## src/rtl/video_stream_source.sv

```systemverilog
// rtl/video_stream_source.sv - test-pattern video source with an AXI-Stream video master port
module video_stream_source (
  input  logic        m_axis_vid_aclk,
  input  logic        aresetn,
  output logic [31:0] m_axis_vid_tdata,
  output logic        m_axis_vid_tvalid,
  input  logic        m_axis_vid_tready,
  output logic        m_axis_vid_tuser,
  output logic        m_axis_vid_tlast,
  input  logic [31:0] control_data,
  input  logic [7:0]  control_op,
  output logic        frame_busy,
  output logic        frame_done
);
  localparam logic [7:0]  OP_DIMENSIONS = 8'd2;
  localparam logic [7:0]  OP_VSYNC      = 8'd5;
  localparam logic [7:0]  OP_RESET      = 8'd11;
  localparam logic [7:0]  OP_PATTERN    = 8'd18;
  localparam logic [7:0]  OP_COLOR      = 8'd19;
  localparam logic [11:0] DEF_WIDTH     = 12'd720;
  localparam logic [11:0] DEF_HEIGHT    = 12'd576;

  typedef enum logic {IDLE, STREAM} state_t;

  state_t      state;
  logic [7:0]  op_q;
  logic [27:0] data_q;
  logic [11:0] cfg_width, cfg_height, width, height;
  logic [1:0]  cfg_mode, mode;
  logic [23:0] cfg_color, color;
  logic        cfg_free_run;
  logic [11:0] x, y, nx, ny;
  logic [7:0]  frame_cnt;
  logic        xfer, line_end, frame_end, vsync_ok, restart;
  logic        unused_data;

  assign unused_data = ^control_data[31:28];

  function automatic logic [31:0] pixel(input logic [1:0] m, input logic [23:0] c,
                                        input logic [8:0] px, input logic [7:0] py,
                                        input logic [7:0] fc);
    logic [23:0] bar;
    case (px[8:6])
      3'd0:    bar = 24'hffffff;
      3'd1:    bar = 24'h00ffff;
      3'd2:    bar = 24'hffff00;
      3'd3:    bar = 24'h00ff00;
      3'd4:    bar = 24'hff00ff;
      3'd5:    bar = 24'h0000ff;
      3'd6:    bar = 24'hff0000;
      default: bar = 24'h000000;
    endcase
    case (m)
      2'd0:    pixel = {8'h00, c};
      2'd1:    pixel = {8'h00, px[7:0], px[7:0], px[7:0]};
      2'd2:    pixel = {8'h00, bar};
      default: pixel = {8'h00, fc, py, px[7:0]};
    endcase
  endfunction

  assign xfer      = m_axis_vid_tvalid && m_axis_vid_tready;
  assign line_end  = (x == width - 12'd1);
  assign frame_end = line_end && (y == height - 12'd1);
  assign nx        = line_end ? 12'd0 : x + 12'd1;
  assign ny        = line_end ? y + 12'd1 : y;
  assign vsync_ok  = (op_q == OP_VSYNC) && (cfg_width != 12'd0) && (cfg_height != 12'd0);
  assign restart   = cfg_free_run && (cfg_width != 12'd0) && (cfg_height != 12'd0);

  always_ff @(posedge m_axis_vid_aclk) begin
    if (!aresetn) begin
      state             <= IDLE;
      op_q              <= 8'd0;
      data_q            <= 28'd0;
      cfg_width         <= DEF_WIDTH;
      cfg_height        <= DEF_HEIGHT;
      cfg_mode          <= 2'd0;
      cfg_color         <= 24'h000000;
      cfg_free_run      <= 1'b0;
      width             <= DEF_WIDTH;
      height            <= DEF_HEIGHT;
      mode              <= 2'd0;
      color             <= 24'h000000;
      x                 <= 12'd0;
      y                 <= 12'd0;
      frame_cnt         <= 8'd0;
      m_axis_vid_tdata  <= 32'd0;
      m_axis_vid_tvalid <= 1'b0;
      m_axis_vid_tuser  <= 1'b0;
      m_axis_vid_tlast  <= 1'b0;
      frame_busy        <= 1'b0;
      frame_done        <= 1'b0;
    end else begin
      op_q       <= control_op;
      data_q     <= control_data[27:0];
      frame_done <= 1'b0;

      case (op_q)
        OP_DIMENSIONS: begin
          cfg_height <= data_q[27:16];
          cfg_width  <= data_q[11:0];
        end
        OP_RESET: begin
          cfg_width    <= DEF_WIDTH;
          cfg_height   <= DEF_HEIGHT;
          cfg_mode     <= 2'd0;
          cfg_color    <= 24'h000000;
          cfg_free_run <= 1'b0;
        end
        OP_PATTERN: begin
          cfg_mode     <= data_q[1:0];
          cfg_free_run <= data_q[8];
        end
        OP_COLOR: cfg_color <= data_q[23:0];
        default: ;
      endcase

      case (state)
        IDLE: begin
          if (vsync_ok) begin
            state             <= STREAM;
            frame_busy        <= 1'b1;
            width             <= cfg_width;
            height            <= cfg_height;
            mode              <= cfg_mode;
            color             <= cfg_color;
            x                 <= 12'd0;
            y                 <= 12'd0;
            m_axis_vid_tvalid <= 1'b1;
            m_axis_vid_tuser  <= 1'b1;
            m_axis_vid_tlast  <= (cfg_width == 12'd1);
            m_axis_vid_tdata  <= pixel(cfg_mode, cfg_color, 9'd0, 8'd0, frame_cnt);
          end
        end
        STREAM: begin
          if (xfer) begin
            m_axis_vid_tuser <= 1'b0;
            if (frame_end) begin
              frame_done <= 1'b1;
              if (restart) begin
                // Back-to-back frame: parameters re-latched from the live config.
                frame_cnt        <= frame_cnt + 8'd1;
                width            <= cfg_width;
                height           <= cfg_height;
                mode             <= cfg_mode;
                color            <= cfg_color;
                x                <= 12'd0;
                y                <= 12'd0;
                m_axis_vid_tuser <= 1'b1;
                m_axis_vid_tlast <= (cfg_width == 12'd1);
                m_axis_vid_tdata <= pixel(cfg_mode, cfg_color, 9'd0, 8'd0, frame_cnt + 8'd1);
              end else begin
                state             <= IDLE;
                frame_busy        <= 1'b0;
                m_axis_vid_tvalid <= 1'b0;
                m_axis_vid_tlast  <= 1'b0;
              end
            end else begin
              x                <= nx;
              y                <= ny;
              m_axis_vid_tlast <= (nx == width - 12'd1);
              m_axis_vid_tdata <= pixel(mode, color, nx[8:0], ny[7:0], frame_cnt);
            end
          end
        end
        default: state <= IDLE;
      endcase
    end
  end
endmodule

```

## config.mk

```make
export PLATFORM = sky130hd
export DESIGN_NAME = video_stream_source
export DESIGN_NICKNAME = d
export VERILOG_FILES = /design/src/rtl/video_stream_source.sv
export SDC_FILE = /design/constraint.sdc
export NUM_CORES = 1
export LEC_CHECK = 0
export ABC_AREA = 0
export BUFFER_PORTS_ARGS = -buffer_cell sky130_fd_sc_hd__buf_2
export CORE_UTILIZATION = 60
export DETAILED_ROUTE_END_ITERATION = 7
export HOLD_SLACK_MARGIN = 0.08
export PLACE_DENSITY = 0.8
export REMOVE_ABC_BUFFERS = 1
export SLEW_MARGIN = 20
export SYNTH_ARGS = -nofsm -noshare
export SYNTH_HDL_FRONTEND = slang
export SYNTH_SLANG_ARGS = --single-unit
```

## constraint.sdc

```tcl
create_clock -name m_axis_vid_aclk -period 6.54 [get_ports m_axis_vid_aclk]
set_clock_uncertainty 0.2 [all_clocks]
set_input_delay 0.981 -clock m_axis_vid_aclk [delete_from_list [all_inputs] [get_ports m_axis_vid_aclk]]
set_output_delay 0.981 -clock m_axis_vid_aclk [all_outputs]
set_load 0.005 [all_outputs]
```

# Word-level counts from Yosys, hierarchy flattened
# Cells that the tools add are included.
[totals]
output_inout_bits = 37
elab_cells = 137
ff_bits = 206
in_bits = 43
[op_classes]
bitwise = 1
reduce_logical = 21
mux = 63
n_eq_ne = 26
addsub = 5
[ops]
columns = ["op", "count"]
rows = [
  ["$pmux 24 s3", 3],
  ["$mux 12", 16],
  ["$pmux 24 s7", 1],
  ["$pmux 12 s2", 6],
  ["$mux 32", 4],
  ["$mux 24", 4],
  ["$pmux 24 s2", 2],
  ["$pmux 32 s2", 1],
  ["$eq 12x12->1", 3],
  ["$add 12x1->12 const B", 2],
  ["$reduce_bool 12->1", 2],
  ["$sub 12x1->12 const B", 2],
  ["$eq 8x5->1 const B", 2],
  ["$reduce_and 4->1", 4],
  ["$mux 1", 15],
  ["$eq 12x1->1 const B", 1],
  ["$pmux 1 s2", 5],
  ["$eq 3x3->1 const B", 3],
  ["$add 8x1->8 const B", 1],
  ["$eq 8x2->1 const B", 1],
  ["$eq 8x3->1 const B", 1],
  ["$eq 8x4->1 const B", 1],
  ["$mux 2", 4],
  ["$pmux 2 s2", 2],
  ["15 further kinds", 30],
]

# Logic depth before layout (Yosys ltp)
[logic_depth]
depth_word = 9
ltp_mapped = 16
ltp_nobuf = 11

# Least setup slack after synthesis
# OpenSTA, ideal clock, no wires.
[synth_timing]
path_type = "register -> register"
start = "register width[0]"
end = "register frame_cnt[3]"
setup_time_ns = 0.070
t_arrival_ns = 3.217
stages_incl_launch_ff = 15
n_path_buf = 4
required_ns = 6.270
slack_ns = 3.053
period_less_slack_ns = 3.487
cell_sequence = "dfxtp_1 inv_1 ha_1 buf_2 or4b_1 buf_2 o21ai_0 a32oi_1 a2111o_1 or3_1 buf_6 or3_4 buf_6 or3_1 a21boi_1"
[synth_between]
elab_chain_cells = 4
[synth_lines]
columns = ["item", "line", "text"]
rows = [
  ["start: declaration", "28", "logic [11:0] cfg_width, cfg_height, width, height;"],
  ["start signal: assignment", "122", "width <= cfg_width;"],
  ["start signal: assignment", "142", "width <= cfg_width;"],
  ["$sub 12x1->12", "62", "assign line_end = (x == width - 12'd1);"],
  ["$eq 12x12->1", "62", ""],
  ["$logic_and 1x1->1", "63", "assign frame_end = line_end && (y == height - 12'd1);"],
  ["$reduce_and 4->1 (no source line)", "--", ""],
  ["end signal: assignment", "141", "frame_cnt <= frame_cnt + 8'd1;"],
  ["end: declaration", "33", "logic [7:0] frame_cnt;"],
]
# No other way between the ends.
# A chain may end at the register's enable or synchronous reset.

# Worst setup path in the final report
[layout_timing]
start = "register width[0]"
end = "register m_axis_vid_tdata[12]"
[layout_between]
elab_chain_cells = 9
elab_cells_between_ends = 19
cone_classes = "add/sub (1); eq/ne (8); mux (7); reduce/logical (3)"
[layout_lines]
columns = ["item", "line", "text"]
rows = [
  ["$sub 12x1->12 (*)", "62", ""],
  ["$eq 12x12->1 (*)", "62", ""],
  ["$mux 12", "64", "assign nx = line_end ? 12'd0 : x + 12'd1;"],
  ["$eq 3x3->1, or another cell as far along", "43", "case (px[8:6])"],
  ["$pmux 24 s7", "43", ""],
  ["$pmux 24 s3", "53", "case (m)"],
  ["$mux 32", "137", "if (frame_end) begin"],
  ["$mux 32", "135", "if (xfer) begin"],
  ["$pmux 32 s2", "117", "case (state)"],
  ["end signal: assignment", "131", "m_axis_vid_tdata <= pixel(cfg_mode, cfg_color, 9'd0, 8'd0, frame_cnt);"],
  ["end signal: assignment", "150", "m_axis_vid_tdata <= pixel(cfg_mode, cfg_color, 9'd0, 8'd0, frame_cnt + 8'd1);"],
  ["end signal: assignment", "161", "m_axis_vid_tdata <= pixel(mode, color, nx[8:0], ny[7:0], frame_cnt);"],
  ["end: declaration", "5", "output logic [31:0] m_axis_vid_tdata,"],
]
# Mark *: on every way between the ends. The rest lies on a longest branch, timed or not. The select of a mux whose other input is x is not followed.

==> run summary <==
• 0 — number of diodes
• sky130_fd_sc_hd__dfxtp_1 (197), sky130_fd_sc_hd__nor2b_1 (97), sky130_fd_sc_hd__nand2_1 (84) — leading cell types in the layout, fill and taps excluded
• 216 MHz — maximum clock frequency
• 40.6 mm — wire length of the first global-routing pass
• 0 — number of warning messages in the yosys log
• 1,322 — final-layout fill cell count
• 0 — final setup violation count
• 4 — CTS HTree Levels
• sky130_fd_sc_hd__dfxtp_1 — most common cell after layout, fill and taps aside
• 0 — Hold Buf Count CTS
• 0.00989 mm² — Post-Synthesis Cell Area
• 0.00541 mm² — multi-input combinational cell area
• 4630 ps — Period minus WS final
• m_axis_vid_tdata[12]$_SDFFE_PN0P_ — Reg2Reg Capture Point
• 0 — post-CTS setup buffers
• 130 µm — floorplan die width
• 0 — max-cap violations
• done — clock tree from TritonCTS
• 0 — GRT overflow
• 0% — Post-synth ARST share
• 1 — count of cells along the worst hold path
• 80 — ports placed on the boundary
• 0 ps — final setup TNS
• 10.2% — share of cells above drive strength 1
• flip-flop — endpoint class of the critical path
• 26.1 mm — Total Wirelength
• 18.6 µm — routed length per placed instance
• 0 — number of nets still failing antenna checks after routing
• 0.00378 µW — Leak Pwr
• false — unrepaired setup endpoints after global routing
• 1,227 — Final Net Count
• 26.4% — Slew HR
• y[11]$_SDFFE_PN0P_ — capture endpoint of the worst hold path
• 1,174 — number of cells produced by synthesis
• 8,723 — via count
• 198 — Synth Register Bits
• 2 — number of buffers on the longest clock path
• 1,083 — number of DRC violations after detailed-routing iteration 0
• 235 µV — Peak supply drop
• 46 — cell row count
• 6 — first-pass detailed-route iteration total
• y[11]$_SDFFE_PN0P_ — startpoint of the lowest-slack hold path
• flip-flop to flip-flop — path category of the worst min-delay check
• 450 ps — Worst-Skew Late Latency
• 124 — pin count of the biggest net entering global routing
• flip-flop — startpoint type of the worst setup path
• 19 — highest net fanout along the worst path
• 61.8% — starting density of the core
• 0.00397 mm² — area of all sequential standard cells
• 80 ps — clock input transition at the sequential cells of the worst setup and hold paths
• 0.0170 mm² — die area
• 70.8% — Tcrit/Tclk final
• 0 — DRC
• 76 — count of cell types in the netlist
• 1910 ps — reg-to-reg setup timing slack
• 9.20% — Layout area overhead
• 11 — R2R depth
• 6700 ps — worst endpoint required time
• 8.42 µm² — syn avg cell area
• 1990 ps — Post-Place Worst Slack
• 17 — number of buffers created by CTS
• 4800 ps — Arrival @ worst endpoint
• width[0]$_SDFFE_PN0P_ — start of the worst register-to-register path
• 1910 ps — Worst Setup Slack, final
• 198 — # clock sinks
• 31.1% — gr usage total
• 1100 ps — transition at the pin with the smallest max-transition slack
• 0 — number of cells upsized or downsized after cts
• 17.6 mm — total half-perimeter wirelength after legalization and detailed placement
• flip-flop to flip-flop — worst setup path class
• 2390 µW — power after layout
• 130 µm — vertical die dimension
• 40.1% — sequential cell area fraction in the yosys report
• 6.20 — detail-routed via count per cell
• 0 — EDFF count, synth
• 0.0160 mm² — Core Footprint
• 0 — number of antenna violations at the first check in global routing
• finished, final reports clean — outcome
• 67 — IO Port Bufs
• sky130_fd_sc_hd__dfxtp_1 — dominant synthesized flop cell
• 0 — Final Max Tran Viols
• sky130_fd_sc_hd__clkbuf_16 — root buffer cell
• 0.947 — placer congestion estimate
• 7,678 — vias in the first global route
• 221 mW/mm² — Pwr per Cell Area
• 0 — Hold Vio Cnt, Final
[how the worst max path moves through the flow]
stage | endpoint | cells past startpoint | start
after floorplan | height[6]$_SDFFE_PN1P_ | 10 | width[0]$_SDFFE_PN0P_
after global placement | m_axis_vid_tdata[14]$_SDFFE_PN0P_ | 11 | width[0]$_SDFFE_PN0P_
after detailed placement | m_axis_vid_tdata[12]$_SDFFE_PN0P_ | 11 | width[0]$_SDFFE_PN0P_
after CTS | m_axis_vid_tdata[12]$_SDFFE_PN0P_ | 11 | width[0]$_SDFFE_PN0P_
after global routing | m_axis_vid_tdata[12]$_SDFFE_PN0P_ | 11 | width[0]$_SDFFE_PN0P_
final | m_axis_vid_tdata[12]$_SDFFE_PN0P_ | 11 | width[0]$_SDFFE_PN0P_
[worst max-delay path, cell delays in order, from the launching register on]
cell	delay, ps
sky130_fd_sc_hd__dfxtp_1	380
sky130_fd_sc_hd__inv_1	100
sky130_fd_sc_hd__ha_1	340
sky130_fd_sc_hd__or4b_1	640
sky130_fd_sc_hd__or4_1	460
sky130_fd_sc_hd__a32oi_1	250
sky130_fd_sc_hd__a2111o_1	140
sky130_fd_sc_hd__or3_1	610
sky130_fd_sc_hd__o21ai_2	450
sky130_fd_sc_hd__nor3_1	590
sky130_fd_sc_hd__o221ai_1	220
sky130_fd_sc_hd__o211ai_1	150
[logic make-up after synthesis]
| family | Yosys count | share of synthesized area, % |
|---|---|---|
| mux | 41 | 4.16 |
| fa+ha+maj | 5 | 0.633 |
| other cells | 1 | 0.0379 |
| flops | 198 | 40.1 |
| simple gates | 447 | 24.1 |
| xor+xnor | 62 | 5.78 |
| buf+inv | 124 | 5.63 |
| compound gates | 296 | 19.6 |
[layer usage]
metal / vias to the layer above / global-route usage [%] / wire (µm)
met5: - / 0 / 0
met4: 0 / 13.5 / 744
met3: 56 / 6.43 / 2090
met2: 424 / 47.9 / 11900
met1: 4082 / 42.4 / 11400
li1: 4161 / - / -
[layout make-up]
type	count	area share, %
inverter	27	0.939
tap	216	2.50
sequential	198	36.7
clock inverter	15	1.89
multi-input combinational	859	50.1
timing repair buffer	76	3.87
clock buffer	17	3.94
[stage by stage]
step	std cells	utilization, %	instance area (µm²)	hold slack (ps)
2_1_floorplan	1084	-	9460	232
3_5_place_dp	1376	63.5	10200	274
6_report	1408	67.5	10800	292
5_1_grt	1408	67.5	10800	303
3_3_place_gp	1376	63.5	10200	262
4_1_cts	1408	67.5	10800	293
[where the power goes]
group          internal [µW]  leakage (µW)  switching [µW]
Clock                    557      0.000306             531
Combinational           31.9       0.00186            35.4
Sequential              1220       0.00161            14.4
Total                   1810       0.00378             581
[synth_stat cells, types with 3 or more instances]
master                        n  share of area [%]
sky130_fd_sc_hd__a32oi_1      5               0.44
sky130_fd_sc_hd__buf_4       15                1.1
sky130_fd_sc_hd__a31oi_1     12               0.76
sky130_fd_sc_hd__o221ai_1     8               0.71
sky130_fd_sc_hd__nand3_1     37                1.9
sky130_fd_sc_hd__a21o_1       4               0.30
sky130_fd_sc_hd__or3_1       15               0.95
sky130_fd_sc_hd__a211o_1      5               0.44
sky130_fd_sc_hd__a21boi_1     4               0.30
sky130_fd_sc_hd__a21boi_0     6               0.46
sky130_fd_sc_hd__nand2b_1     6               0.38
sky130_fd_sc_hd__nor4_1      14               0.89
sky130_fd_sc_hd__o31ai_1      7               0.53
sky130_fd_sc_hd__mux2i_1     40                4.0
sky130_fd_sc_hd__nor2b_1     97                6.1
sky130_fd_sc_hd__nor3_1      34                1.7
sky130_fd_sc_hd__buf_2       10               0.51
sky130_fd_sc_hd__o22ai_1     20                1.3
sky130_fd_sc_hd__nand2_1     84                3.2
sky130_fd_sc_hd__xnor2_1     39                3.5
sky130_fd_sc_hd__nor2_1      69                2.6
sky130_fd_sc_hd__o21ai_0     67                3.4
sky130_fd_sc_hd__inv_1       25               0.95
sky130_fd_sc_hd__a21oi_1     67                3.4
sky130_fd_sc_hd__a32o_1       4               0.40
sky130_fd_sc_hd__o211ai_1    12               0.91
sky130_fd_sc_hd__xor2_1      21                1.9
sky130_fd_sc_hd__clkbuf_1    68                2.6
sky130_fd_sc_hd__buf_6        3               0.34
sky130_fd_sc_hd__and3_1      15               0.95
sky130_fd_sc_hd__o21a_1       5               0.38
sky130_fd_sc_hd__dfxtp_1    198                 40
sky130_fd_sc_hd__a2bb2oi_1    6               0.53
sky130_fd_sc_hd__o2bb2ai_1    3               0.27
sky130_fd_sc_hd__ha_1         5               0.63
sky130_fd_sc_hd__nor3b_1      3               0.23
sky130_fd_sc_hd__a22oi_1     41                3.1
sky130_fd_sc_hd__nand4_1     10               0.63
sky130_fd_sc_hd__and2_1      45                2.8
[registers in the layout, summed over array words and instances, names as in the netlist, 8 cells and up]
name,count
data_q,28
cfg_color,24
color,24
m_axis_vid_tdata,24
cfg_height,12
cfg_width,12
height,12
width,12
x,12
y,12
frame_cnt,8
op_q,8
Power figures use the tool's default switching activity.
